==> config.mk <==
export PLATFORM = sky130hd
export DESIGN_NAME = pipe_hazard_ctrl
export DESIGN_NICKNAME = d
export VERILOG_FILES = /design/src/rtl/pipe_hazard_ctrl.sv
export SDC_FILE = /design/constraint.sdc
export NUM_CORES = 1
export LEC_CHECK = 0
export BUFFER_PORTS_ARGS = -buffer_cell sky130_fd_sc_hd__buf_2
export CORE_MARGIN = 1
export CORE_UTILIZATION = 47
export DETAILED_ROUTE_END_ITERATION = 10
export PLACE_DENSITY = 0.79
export SKIP_CTS_REPAIR_TIMING = 1
export SLEW_MARGIN = 40
export SYNTH_ARGS = -nofsm -noshare
export SYNTH_HDL_FRONTEND = slang
export SYNTH_SLANG_ARGS = --single-unit
==> constraint.sdc <==
create_clock -name clk -period 3.24 [get_ports clk]
set_input_delay 0.162 -clock clk [delete_from_list [all_inputs] [get_ports clk]]
set_output_delay 0.162 -clock clk [all_outputs]
set_load 0.005 [all_outputs]
==> src/rtl/pipe_hazard_ctrl.sv <==
// pipe_hazard_ctrl
//   Hazard and interrupt-entry controller for a short in-order pipeline.
//   - Operand forwarding select for the two decode-stage sources
//     (priority EX > MEM > WB; WB is optional through FWD_WB).
//   - Load-use stall, and taken-branch flush that overrides the stall.
//   - Interrupt entry sequencer IDLE -> DRAIN -> PUSH -> VECTOR -> ISR,
//     which leaves ISR when an RTI retires from decode.
//
// Ports
//   clk, reset                  clock; synchronous active-high reset
//   intr_req                    level interrupt request
//   id_valid/use_a/use_b/is_rti decode-stage qualifiers
//   id_rs_a, id_rs_b            decode source register addresses
//   ex_valid/reg_write/mem_read/branch_taken   execute-stage status
//   ex_rd, mem_rd, wb_rd        destination register per stage
//   mem_reg_write, wb_reg_write write enables per stage
//   stall_f, stall_d            hold fetch / decode registers
//   flush_d, flush_ex, flush_m  bubble the decode / execute / memory slot
//   fwd_a_sel, fwd_b_sel        0=regfile 1=EX 2=MEM 3=WB
//   intr_ack, pc_push, flag_save, vec_load, flag_restore  one-cycle pulses
//   intr_active                 high from vector load until RTI retires
//   state_dbg                   current interrupt FSM state (debug)
module pipe_hazard_ctrl #(
  parameter int RAW    = 2,
  parameter int DRAIN  = 3,
  parameter int FWD_WB = 1
) (
  input  logic           clk,
  input  logic           reset,
  input  logic           intr_req,
  input  logic           id_valid,
  input  logic           id_use_a,
  input  logic           id_use_b,
  input  logic           id_is_rti,
  input  logic [RAW-1:0] id_rs_a,
  input  logic [RAW-1:0] id_rs_b,
  input  logic           ex_valid,
  input  logic           ex_reg_write,
  input  logic           ex_mem_read,
  input  logic           ex_branch_taken,
  input  logic [RAW-1:0] ex_rd,
  input  logic [RAW-1:0] mem_rd,
  input  logic [RAW-1:0] wb_rd,
  input  logic           mem_reg_write,
  input  logic           wb_reg_write,
  output logic           stall_f,
  output logic           stall_d,
  output logic           flush_d,
  output logic           flush_ex,
  output logic           flush_m,
  output logic [1:0]     fwd_a_sel,
  output logic [1:0]     fwd_b_sel,
  output logic           intr_ack,
  output logic           pc_push,
  output logic           flag_save,
  output logic           vec_load,
  output logic           flag_restore,
  output logic           intr_active,
  output logic [2:0]     state_dbg
);

  typedef enum logic [2:0] {
    S_IDLE   = 3'd0,
    S_DRAIN  = 3'd1,
    S_PUSH   = 3'd2,
    S_VECTOR = 3'd3,
    S_ISR    = 3'd4
  } state_t;

  localparam logic [2:0] DRAIN_LD = 3'(DRAIN);
  localparam logic       WB_EN    = (FWD_WB != 0);

  state_t     state;
  logic       pending;
  logic [2:0] count;

  // ---------------- hazard detection (combinational) ----------------
  logic use_a, use_b;
  logic ex_hit_a, ex_hit_b, mem_hit_a, mem_hit_b, wb_hit_a, wb_hit_b;
  logic load_use, branch, hazard_stall, rti_fire, irq_take;

  // Branch status is qualified by ex_valid so an empty EX slot never flushes.
  assign branch = ex_valid & ex_branch_taken;
  assign use_a  = id_valid & id_use_a;
  assign use_b  = id_valid & id_use_b;

  // A load in EX has no data yet, so it is never a forwarding source.
  assign ex_hit_a  = ex_reg_write & ~ex_mem_read & (ex_rd == id_rs_a);
  assign ex_hit_b  = ex_reg_write & ~ex_mem_read & (ex_rd == id_rs_b);
  assign mem_hit_a = mem_reg_write & (mem_rd == id_rs_a);
  assign mem_hit_b = mem_reg_write & (mem_rd == id_rs_b);
  assign wb_hit_a  = WB_EN & wb_reg_write & (wb_rd == id_rs_a);
  assign wb_hit_b  = WB_EN & wb_reg_write & (wb_rd == id_rs_b);

  function automatic logic [1:0] pick(input logic used, input logic ex_h,
                                      input logic mem_h, input logic wb_h);
    logic [1:0] sel;
    sel = 2'd0;
    if (used) begin
      if (ex_h)       sel = 2'd1;
      else if (mem_h) sel = 2'd2;
      else if (wb_h)  sel = 2'd3;
    end
    return sel;
  endfunction

  assign fwd_a_sel = pick(use_a, ex_hit_a, mem_hit_a, wb_hit_a);
  assign fwd_b_sel = pick(use_b, ex_hit_b, mem_hit_b, wb_hit_b);

  assign load_use = id_valid & ex_mem_read & ex_reg_write &
                    ((id_use_a & (ex_rd == id_rs_a)) |
                     (id_use_b & (ex_rd == id_rs_b)));

  // A taken branch squashes the decode instruction, so stalling it is moot.
  assign hazard_stall = load_use & ~branch;

  // Fetch stays frozen while draining and pushing, even under a branch:
  // the drain counter restarts instead so the redirected path also empties.
  assign stall_f  = hazard_stall | (state == S_DRAIN) | (state == S_PUSH);
  assign stall_d  = hazard_stall;
  assign flush_d  = branch | (state == S_DRAIN) | (state == S_VECTOR);
  assign flush_ex = branch | load_use;

  assign rti_fire  = id_valid & id_is_rti & ~stall_d;
  // A request seen in IDLE starts draining on the very next edge.
  assign irq_take  = pending | (intr_req & ~intr_active);
  assign state_dbg = state;

  // ---------------- interrupt entry FSM ----------------
  always_ff @(posedge clk) begin
    if (reset) begin
      state        <= S_IDLE;
      pending      <= 1'b0;
      count        <= 3'd0;
      intr_active  <= 1'b0;
      pc_push      <= 1'b0;
      flag_save    <= 1'b0;
      flush_m      <= 1'b0;
      vec_load     <= 1'b0;
      intr_ack     <= 1'b0;
      flag_restore <= 1'b0;
    end else begin
      pc_push      <= 1'b0;
      flag_save    <= 1'b0;
      flush_m      <= 1'b0;
      vec_load     <= 1'b0;
      intr_ack     <= 1'b0;
      flag_restore <= 1'b0;
      case (state)
        S_IDLE: begin
          if (intr_req && !intr_active) pending <= 1'b1;
          if (irq_take) begin
            state <= S_DRAIN;
            count <= DRAIN_LD;
          end
        end
        S_DRAIN: begin
          if (branch) begin
            count <= DRAIN_LD;
          end else if (count == 3'd1) begin
            state     <= S_PUSH;
            count     <= 3'd0;
            pc_push   <= 1'b1;
            flag_save <= 1'b1;
            flush_m   <= 1'b1;
          end else begin
            count <= count - 3'd1;
          end
        end
        S_PUSH: begin
          state    <= S_VECTOR;
          pending  <= 1'b0;
          vec_load <= 1'b1;
          intr_ack <= 1'b1;
        end
        S_VECTOR: begin
          state       <= S_ISR;
          intr_active <= 1'b1;
        end
        S_ISR: begin
          if (rti_fire) begin
            state        <= S_IDLE;
            intr_active  <= 1'b0;
            flag_restore <= 1'b1;
          end
        end
        default: state <= S_IDLE;
      endcase
    end
  end

endmodule
# After elaboration in Yosys (flattened, before gate mapping)
# Index checks and enable logic that the tools add are counted.
# Widths: inputs -> output; s select.
# word_totals
regBits	11
in_bits	23
output_inout_bits	18
elab_cells	92
# op_classes
addsub	1
eq_ne	16
mux	24
bitwise_logic	32
n_reduce_logical	12
# ops
cell	n
$mux 3	7
$and 1x1->1	19
$mux 2	8
$pmux 3 s5	1
$eq 2x2->1	6
$ne 2x2->1 const B	4
$or 1x1->1	7
$eq 3x1->1 const B	2
$eq 3x2->1 const B	2
$not 1->1	6
$pmux 3 s2	1
$reduce_and 2->1	3
$reduce_bool 2->1	3
$mux 1	5
$pmux 1 s2	2
$reduce_and 4->1	1
$eq 3x3->1 const B	1
$logic_not 3->1	1
$reduce_or 3->1	1
$sub 3x1->3 const B	1
$ne 2x1->1 const B	1
$reduce_or 2->1	1
$logic_and 1x1->1	1
$logic_not 1->1	1

# Logic depth before layout (Yosys ltp)
# Gate-level depths: netlist of run 1.
# logic_depth
word_depth	9
mapped_depth	6
mapped_depth_nobuf	6

# Least setup slack after synthesis of run 1
# OpenSTA, ideal clock, no wires.
# synth_path
kind	register to register
start	register count[1]
end	register state[0] (netlist: state_dbg[0])
setup_time_ps	115
arrival_time_ps	1118
slack_ps	2008
path_stages_with_launch	7
n_path_buf	0
period_less_slack_ps	1232
cell_sequence	dfxtp_1 > inv_1 > ha_1 > inv_1 > nor2_1 > a21o_1 > a2111oi_0
# synth_between
elab_chain_cells	3
# synth_lines
item	line_no	source
start: declaration	75	logic [2:0] count;
start signal: assignment	167	count <= count - 3'd1;
$eq 3x1->1	160	end else if (count == 3'd1) begin
$ne 2x1->1 (no source line)	n/a	
$reduce_and 4->1 (no source line)	n/a	
end signal: assignment	161	state <= S_PUSH;
end signal: assignment	171	state <= S_VECTOR;
end signal: assignment	177	state <= S_ISR;
end: declaration	73	state_t state;
# No other way between the ends.
# A chain may end at the register's enable or synchronous reset.

# Worst setup path after layout of run 1
# Same ends and word-level chain as after synthesis.

==> out/results.ini, run 1 <==
[outcome]
outcome = finished, final reports clean

[clocking]
clockRootBuffer = clkbuf_4
clk_pin_slew_ns = 0.07
clk_latency_ns = 0.27
cts_sinks = 11
cts_tree = yes
htreeDepth = 1
cts_buffer_depth = 2
cts_inserted_buffers = 3

[place]
dpl.hpwl_mm = 1.44
post_dp_cell_area_sq_um = 978
place.gp.congestion = 0.834
portBuffers = 40

[pwr]
p_leak_nw = 0.479
powerDensity_mw_per_mm2 = 358
max-vdd-ir-drop_mv = 0.257

[floorplan]
ios = 41
die-area_sq_mm = 0.00187
rows = 14
die_x_um = 43.2
core-area_sq_mm = 0.00154
initial_core_util_pct = 51.8
die_h_um = 43.2

[sta]
min_period_over_period_pct = 42.8
slew_violations = 0
hold_viol = 0
setup_viol = 0
grt_setup_unrepaired = no
finClkSkew_ns = 0.000509
setup-tns-final_ns = 0
worst_slew_pin_slew_ns = 0.360
slew_headroom_pct = 75.4
fmax_ghz = 0.722
fin_crit_ns = 1.39

[detailed_routing]
drt_iter0_drc = 11
via_per_inst = 5.30
drc = 0
antenna_left = 0
wirelength_mm = 1.76
vias = 816
wl_per_cell_um = 11.4
drtPass1Iterations = 4

[global_route]
grt_use_total_pct = 21.0
grt_pass1_wl_mm = 2.95
antenna_found_initial = 0
overflow = 0
grt_pass1_vias = 746
grt_max_degree = 12

[final_layout]
design_area_sq_mm = 0.00100
fill_cells = 150
regArea_sq_um = 220
num_antenna_cells = 0
multi_input_area_sq_um = 515
drive_gt1_share_pct = 33.3
final_common_cell = buf_2
nets = 164
final_cell_mix = 40 x buf_2, 11 x nor2_1, 11 x dfxtp_1
area_growth_pct = 25.9

[critical_path]
r2r_end = state_dbg[0]$_SDFFE_PP0P_
r2r_start = count[1]$_SDFFE_PP0P_
cp.required_ns = 3.38
cp-end-kind = flip-flop
crit_fanout = 4
crit_arrival_ns = 1.53
worstSetupPathType = reg -> reg
worst_r2r_path_depth = 6
r2r_slack_ns = 1.85
setup.worst_path.start_class = flip-flop

[logic_synthesis]
synth_area_sq_um = 798
avgSynthCellArea_sq_um = 7.90
synthFlopType = dfxtp_1
yosysWarnings = 0
netlist_instances = 101
seq_area_frac_synth_pct = 27.6
netlist_top_cells_area = dfxtp_1 28%, xnor2_1 9.9%, nor2_1 5.2%
synth-edff-count = 0
yosysTopAreaCellShare_pct = 27.6
synth_area_leader_cell = dfxtp_1
syn-num-nets = 126
synth_cell_types = 34
ys_seq_elements = 11
async_flop_share_pct = 0

[min_path]
min_delay_worst_endpoint = count[2]$_SDFFE_PP0P_
hp-class = in -> reg
hold_depth = 2
hp-start = reset

[job]
maxCapViolCount = 0

==> critical path, stage by stage, from the launching register on <==
cell and delay (ns):
dfxtp_1 0.33, inv_1 0.06, ha_1 0.17, inv_1 0.07, nor2_1 0.07, a21o_1 0.17, a2111oi_0 0.40
==> sequential cells by signal (all words and copies together), names as in the netlist <==
| signal | flops |
|---|---|
| vec_load | 1 |
| pending | 1 |
| count | 3 |
| flag_restore | 1 |
| flag_save | 1 |
| state_dbg | 3 |
| intr_active | 1 |
==> report_power, final <==
group	total (W)	internal (W)	leakage [nW]	switching (W)
clock network	0.0000941	0.0000477	0.0150	0.0000464
logic	0.000108	0.0000535	0.374	0.0000543
registers	0.000158	0.000145	0.0901	0.0000121
total	0.000359	0.000247	0.479	0.000113
==> cells by family after synthesis <==
logic type / after synthesis / synth area share, %
xor+xnor: 13 / 14.3
simple gates: 44 / 30.4
buf+inv: 13 / 7.84
compound gates: 18 / 16.8
flops: 11 / 27.6
fa+ha+maj: 2 / 3.13
==> how the worst max path moves through the flow <==
stage,slack [ns],startpoint,endpoint,depth (start not counted)
after floorplan,2.01,count[1]$_SDFFE_PP0P_,state_dbg[0]$_SDFFE_PP0P_,6
after global placement,1.94,ex_rd[1],intr_active$_SDFFE_PP0P_,5
after detailed placement,1.90,count[1]$_SDFFE_PP0P_,state_dbg[0]$_SDFFE_PP0P_,6
after CTS,1.85,count[1]$_SDFFE_PP0P_,state_dbg[0]$_SDFFE_PP0P_,6
after global routing,1.70,state_dbg[0]$_SDFFE_PP0P_,count[2]$_SDFFE_PP0P_,4
final,1.85,count[1]$_SDFFE_PP0P_,state_dbg[0]$_SDFFE_PP0P_,6
==> synth_stat cells (all sizes together), types with 3 or more instances <==
cell and instances:
dfxtp 11, nor2b 3, a21oi 4, nand2 9, inv 6, nor2 11
nand3 4, xor2 4, buf 5, a221oi 4, nand2b 4, nor3 3
xnor2 9, nor3b 3
==> final cells by class <==
| cell class | count | share of cell area, % |
|---|---|---|
| Tap cell | 16 | 1.99 |
| Inverter | 6 | 2.24 |
| Sequential cell | 11 | 21.9 |
| Timing Repair Buffer | 40 | 19.9 |
| Multi-Input combinational cell | 77 | 51.3 |
| Clock buffer | 4 | 2.62 |
==> stage by stage <==
| step | cells | hold slack [ns] | total power (W) | setup slack, ns | util (%) |
|---|---|---|---|---|---|
| global route | 154 | 0.213 | 0.000386 | 1.70 | 65.2 |
| global placement | 150 | 0.478 | 0.000265 | 1.94 | 63.5 |
| finish | 154 | 0.198 | 0.000359 | 1.85 | 65.2 |
| detailed placement | 150 | 0.480 | 0.000269 | 1.90 | 63.5 |
| floorplan | 101 | 0.252 | 0.000230 | 2.01 | - |
| CTS | 154 | 0.194 | 0.000363 | 1.85 | 65.2 |
==> routing by layer <==
layer	wire length, um	vias up	part of all wire, %	global-route usage, %
met5	0	-	0	0
met2	873	28	50	36.7
met3	110	5	6.3	2.55
met4	32	0	1.8	10.9
met1	739	358	42	24.6
li1	-	425	-	-
Note: power is estimated with default switching activity, not from simulation.
==> inputs of run 2 (changes only) <==
Settings changed: CORE_UTILIZATION 47 to 44, PLACE_DENSITY 0.79 to 0.75.
Clock period 3.24 ns to 1.3 ns, I/O delays scaled along.
==> out/results.ini, run 2 (synthesis gave the netlist of run 1 again) <==
[detailed_routing]
drtPass1Iterations = 4  ; unchanged
drt_iter0_drc = 12  ; +1
antenna_left = 0  ; unchanged
wl_per_cell_um = 11.4  ; about the same
via_per_inst = 5.01  ; -5.4%
wirelength_mm = 1.88  ; +7.1%
vias = 827  ; +1.3%
drc = 0  ; unchanged

[final_layout]
nets = 166  ; +1.2%
design_area_sq_mm = 0.00105  ; +4.5%
drive_gt1_share_pct = 39.3  ; +6.0 points
final_common_cell = buf_2
final_cell_mix = 40 x buf_2, 10 x nor2_1, 9 x nand2_1, 9 x xnor2_1, 9 x dfxtp_1
fin_util_pct = 61.5  ; -3.7 points
num_antenna_cells = 0  ; unchanged
area_growth_pct = 31.5
fin_cells = 165  ; +7.1%

[sta]
fin_crit_ns = 1.21  ; -0.176 ns
min_period_over_period_pct = 93.1  ; +50 points
finClkSkew_ns = 0.00261  ; +0.00210 ns
grt_setup_unrepaired = no
setup_viol = 0  ; unchanged
slew_headroom_pct = 76.3  ; +0.94 points
worst_slew_pin_slew_ns = 0.354  ; -0.00556 ns
setup-tns-final_ns = 0  ; unchanged
slew_violations = 0  ; unchanged
setup_ws_ns = 0.0899  ; -1.76 ns
hold_viol = 0  ; unchanged
fmax_ghz = 0.826  ; +15%

[global_route]
overflow = 0  ; unchanged
antenna_found_initial = 0  ; unchanged
grt_use_total_pct = 19.4  ; -1.6 points
grt_pass1_vias = 714  ; -4.3%
grt_max_degree = 12  ; unchanged
grt_pass1_wl_mm = 2.88  ; -2.1%

[clocking]
cts_sinks = 11  ; unchanged
cts_buffer_depth = 2  ; unchanged
clk_pin_slew_ns = 0.07  ; about the same
cts_tree = yes
clockRootBuffer = clkbuf_4
clk_latency_ns = 0.27  ; about the same
cts_inserted_buffers = 3  ; unchanged
htreeDepth = 1  ; unchanged

[pwr]
max-vdd-ir-drop_mv = 0.894  ; +250%
switching_share_pct = 31.9  ; +0.47 points
p_leak_nw = 0.490  ; +2.4%
p_int_w = 0.000627  ; +150%
switching_power_w = 0.000293  ; +160%
comb_power_share_pct = 32.2  ; +2.2 points
powerDensity_mw_per_mm2 = 877  ; +150%
pwr-share-seq_pct = 42.3  ; -1.5 points
clkPwrFrac_pct = 25.5  ; -0.7 points

[place]
place_inst = 161  ; +7.3%
pre_cts_ws_ns = -0.0411  ; -1.94 ns
portBuffers = 40  ; unchanged
post_dp_cell_area_sq_mm = 0.00100  ; +2.7%
place.gp.congestion = 0.809  ; -3.0%
dpl.hpwl_mm = 1.54  ; +7.1%

[floorplan]
die_x_um = 44.6  ; +3.2%
ios = 41  ; unchanged
initial_core_util_pct = 46.7  ; -5.0 points
die_h_um = 44.6  ; +3.2%
core-area_sq_mm = 0.00171  ; +11%
die-area_sq_mm = 0.00199  ; +6.5%
rows = 15  ; +1

[critical_path]
cp-end-kind = flip-flop
crit_arrival_ns = 1.38  ; -0.15 ns
worstSetupPathType = reg -> reg
r2r_slack_ns = 0.09  ; -1.76 ns
crit_fanout = 4  ; unchanged
setup.worst_path.start_class = flip-flop
cp.required_ns = 1.47  ; -1.91 ns

[outcome]
outcome = finished, final reports clean

[job]
maxCapViolCount = 0  ; unchanged

[min_path]
hp-class = in -> reg

==> run 2: metal layers <==
metal  track usage, %  up-vias  wire length [um]
li1                 -      430                 -
met1             23.5      376               814
met2             33.5       19               964
met3             6.12        2                93
met4             4.24        0                 7
met5                0        -                 0
==> run 2: power groups by stage <==
stage	logic [W]	clock network [W]	registers [W]
floorplan	0.000188	0	0.000384
global placement	0.000275	0	0.000392
detailed placement	0.000284	0	0.000395
CTS	0.000285	0.000239	0.000387
global route	0.000330	0.000256	0.000392
finish	0.000296	0.000235	0.000389
==> run 2: layout make-up <==
cell class                      instances  area (sq um)
Fill cell                             160           658
Multi-Input combinational cell         77           532
Tap cell                               25          31.3
Clock buffer                            4          26.3
Sequential cell                        11           223
Timing Repair Buffer                   42           215
Inverter                                6          22.5
==> run 2: final timing paths <==
kind                                 start                   endpoint  depth (start not counted)
hold reg to reg   intr_active$_SDFFE_PP0P_   intr_active$_SDFFE_PP0P_                          2
setup / recovery     count[1]$_SDFFE_PP0P_  state_dbg[0]$_SDFFE_PP0P_                          6
setup reg to reg     count[1]$_SDFFE_PP0P_  state_dbg[0]$_SDFFE_PP0P_                          6
hold / removal                       reset  state_dbg[1]$_SDFFE_PP0P_                          2
==> run 2: per-stage QoR <==
step,hold WS (ns),total power (W)
2_1_floorplan,0.155,0.000573
4_1_cts,0.101,0.000911
3_5_place_dp,0.393,0.000679
6_report,0.104,0.000921
3_3_place_gp,0.377,0.000667
5_1_grt,0.119,0.000979
==> run 2: critical path, stage by stage (launching register included) <==
cell,delay (ns)
dfxtp_2,0.33
inv_1,0.05
ha_2,0.17
inv_2,0.06
nor2_2,0.04
a21o_1,0.19
a2111oi_2,0.28
==> inputs of run 3 (changes only) <==
Settings changed: BUFFER_PORTS_ARGS -buffer_cell sky130_fd_sc_hd__buf_2 to -buffer_cell sky130_fd_sc_hd__clkbuf_2.
==> out/results.ini, run 3 (synthesis gave the netlist of run 1 again) <==
[clocking]
cts_inserted_buffers = 3  ; unchanged
cts_sinks = 11  ; unchanged
cts_buffer_depth = 2  ; unchanged
clockRootBuffer = clkbuf_4
clk_pin_slew_ns = 0.07  ; about the same
htreeDepth = 1  ; unchanged
cts_tree = yes
clk_latency_ns = 0.27  ; about the same

[global_route]
grt_max_degree = 12  ; unchanged
grt_pass1_wl_mm = 3.15  ; +9.1%
grt_use_total_pct = 21.8  ; +2.4 points
overflow = 0  ; unchanged
grt_pass1_vias = 760  ; +6.4%
antenna_found_initial = 0  ; unchanged

[final_layout]
area_growth_pct = 31.7
design_area_sq_mm = 0.00105  ; +0.12%
final_cell_mix = 40 x clkbuf_2, 10 x nor2_1, 9 x nand2_1, 9 x xnor2_1, 9 x dfxtp_1
drive_gt1_share_pct = 38.6  ; -0.71 points
nets = 166  ; unchanged
fin_cells = 165  ; unchanged
num_antenna_cells = 0  ; unchanged
final_common_cell = clkbuf_2

[floorplan]
die_x_um = 44.6  ; unchanged
initial_core_util_pct = 46.7  ; unchanged
ios = 41  ; unchanged
core-area_sq_mm = 0.00171  ; unchanged
die_h_um = 44.6  ; unchanged
die-area_sq_mm = 0.00199  ; unchanged
rows = 15  ; unchanged

[place]
dpl.hpwl_mm = 1.52  ; -1.2%
place_inst = 161  ; unchanged
post_dp_cell_area_sq_mm = 0.00100  ; unchanged
place.gp.congestion = 0.797  ; -1.4%
pre_cts_ws_ns = -0.0508  ; -0.00970 ns
portBuffers = 40  ; unchanged

[pwr]
switching_share_pct = 32.5  ; +0.65 points
p_int_w = 0.000630  ; +0.38%
powerDensity_mw_per_mm2 = 888  ; +1.2%
max-vdd-ir-drop_mv = 0.671  ; -25%
comb_power_share_pct = 32.4  ; +0.2 points
p_leak_nw = 0.482  ; -1.6%
pwr-share-seq_pct = 41.8  ; -0.5 points
clkPwrFrac_pct = 25.8  ; +0.3 points
power_w = 0.000933  ; +1.3%
switching_power_w = 0.000304  ; +3.4%

[detailed_routing]
vias = 829  ; +0.24%
wl_per_cell_um = 11.6  ; +2.1%
drtPass1Iterations = 4  ; unchanged
drt_iter0_drc = 11  ; -1
antenna_left = 0  ; unchanged
drc = 0  ; unchanged
wirelength_mm = 1.92  ; +2.1%
via_per_inst = 5.02  ; +0.24%

[sta]
slew_violations = 0  ; unchanged
setup_ws_ns = 0.0968  ; +0.00684 ns
fmax_ghz = 0.831  ; +0.57%
worst_slew_pin_slew_ns = 0.343  ; -0.0107 ns
setup_viol = 0  ; unchanged
hold_viol = 0  ; unchanged
fin_crit_ns = 1.20  ; -0.00684 ns
finClkSkew_ns = 0.00361  ; +0.00100 ns
slew_headroom_pct = 77.1  ; +0.72 points
min_period_over_period_pct = 92.6  ; -0.53 points

[critical_path]
cp.required_ns = 1.49  ; +0.02 ns
crit_fanout = 4  ; unchanged
critPathMaxStageDelay_ns = 0.32  ; about the same
critPathSlowestCell = dfxtp_2
path_buf_inv = 2  ; unchanged
setup.worst_path.start_class = flip-flop
worstSetupPathType = reg -> reg
critPathTopFamily = flip-flops
cp-end-kind = flip-flop
crit_arrival_ns = 1.39  ; about the same
path_cells = inv_1, ha_2, inv_2, nor2_2, nand4b_1, a211oi_1

[job]
maxCapViolCount = 0  ; unchanged

[min_path]
hp-class = in -> reg

[outcome]
outcome = finished, final reports clean

run 3: cell count changes in the layout (fill, tap and decap cells not counted):
cell / delta
a211oi_1: +1
a211oi_2: -1
buf_2: -40
clkbuf_2: +40
nor3b_2: -1
nor3b_4: +1
run 3: power by group through the flow:
stage,registers [W],logic [W],clock network (W)
after floorplan,0.000384,0.000188,0
after global placement,0.000392,0.000275,0
after detailed placement,0.000394,0.000284,0
after CTS,0.000386,0.000290,0.000253
after global routing,0.000393,0.000339,0.000272
final,0.000390,0.000303,0.000241
run 3: final timing paths:
check | start | end | slack (ns) | depth (start not counted)
min | id_is_rti | flag_restore$_SDFF_PP0_ | 0.1 | 3
max | count[1]$_SDFFE_PP0P_ | state_dbg[1]$_SDFFE_PP0P_ | 0.1 | 6
min reg2reg | intr_active$_SDFFE_PP0P_ | intr_active$_SDFFE_PP0P_ | 0.49 | 2
max reg2reg | count[1]$_SDFFE_PP0P_ | state_dbg[1]$_SDFFE_PP0P_ | 0.1 | 6
run 3: worst min-delay path: stages:
cell and delay [ns]:
clkbuf_2 0.08, nand2_1 0.12, nor4b_2 0.06
run 3: area by class of cell:
class,count,area (sq um)
fillers,163,657
multi-input cells,77,533
flip-flops and latches,11,223
repair buffers,42,215
well taps,25,31.3
clock buffers,4,26.3
inverters,6,22.5
run 3: metrics by stage:
stage	TNS (ns)	hold slack, ns	util, %
3_3_place_gp	0	0.365	58.8
2_1_floorplan	0	0.155	-
3_5_place_dp	-0.0508	0.388	58.8
6_report	0	0.0977	61.5
5_1_grt	-0.00803	0.0917	61.5
4_1_cts	-0.0842	0.0904	60.4
run 3: routing by layer:
metal  track usage (%)  wire [um]  up-vias
met5                 0          0        -
met1              24.6        838      370
met4              5.45          8        0
li1                  -          -      435
met2              39.1        991       22
met3              7.35         81        2
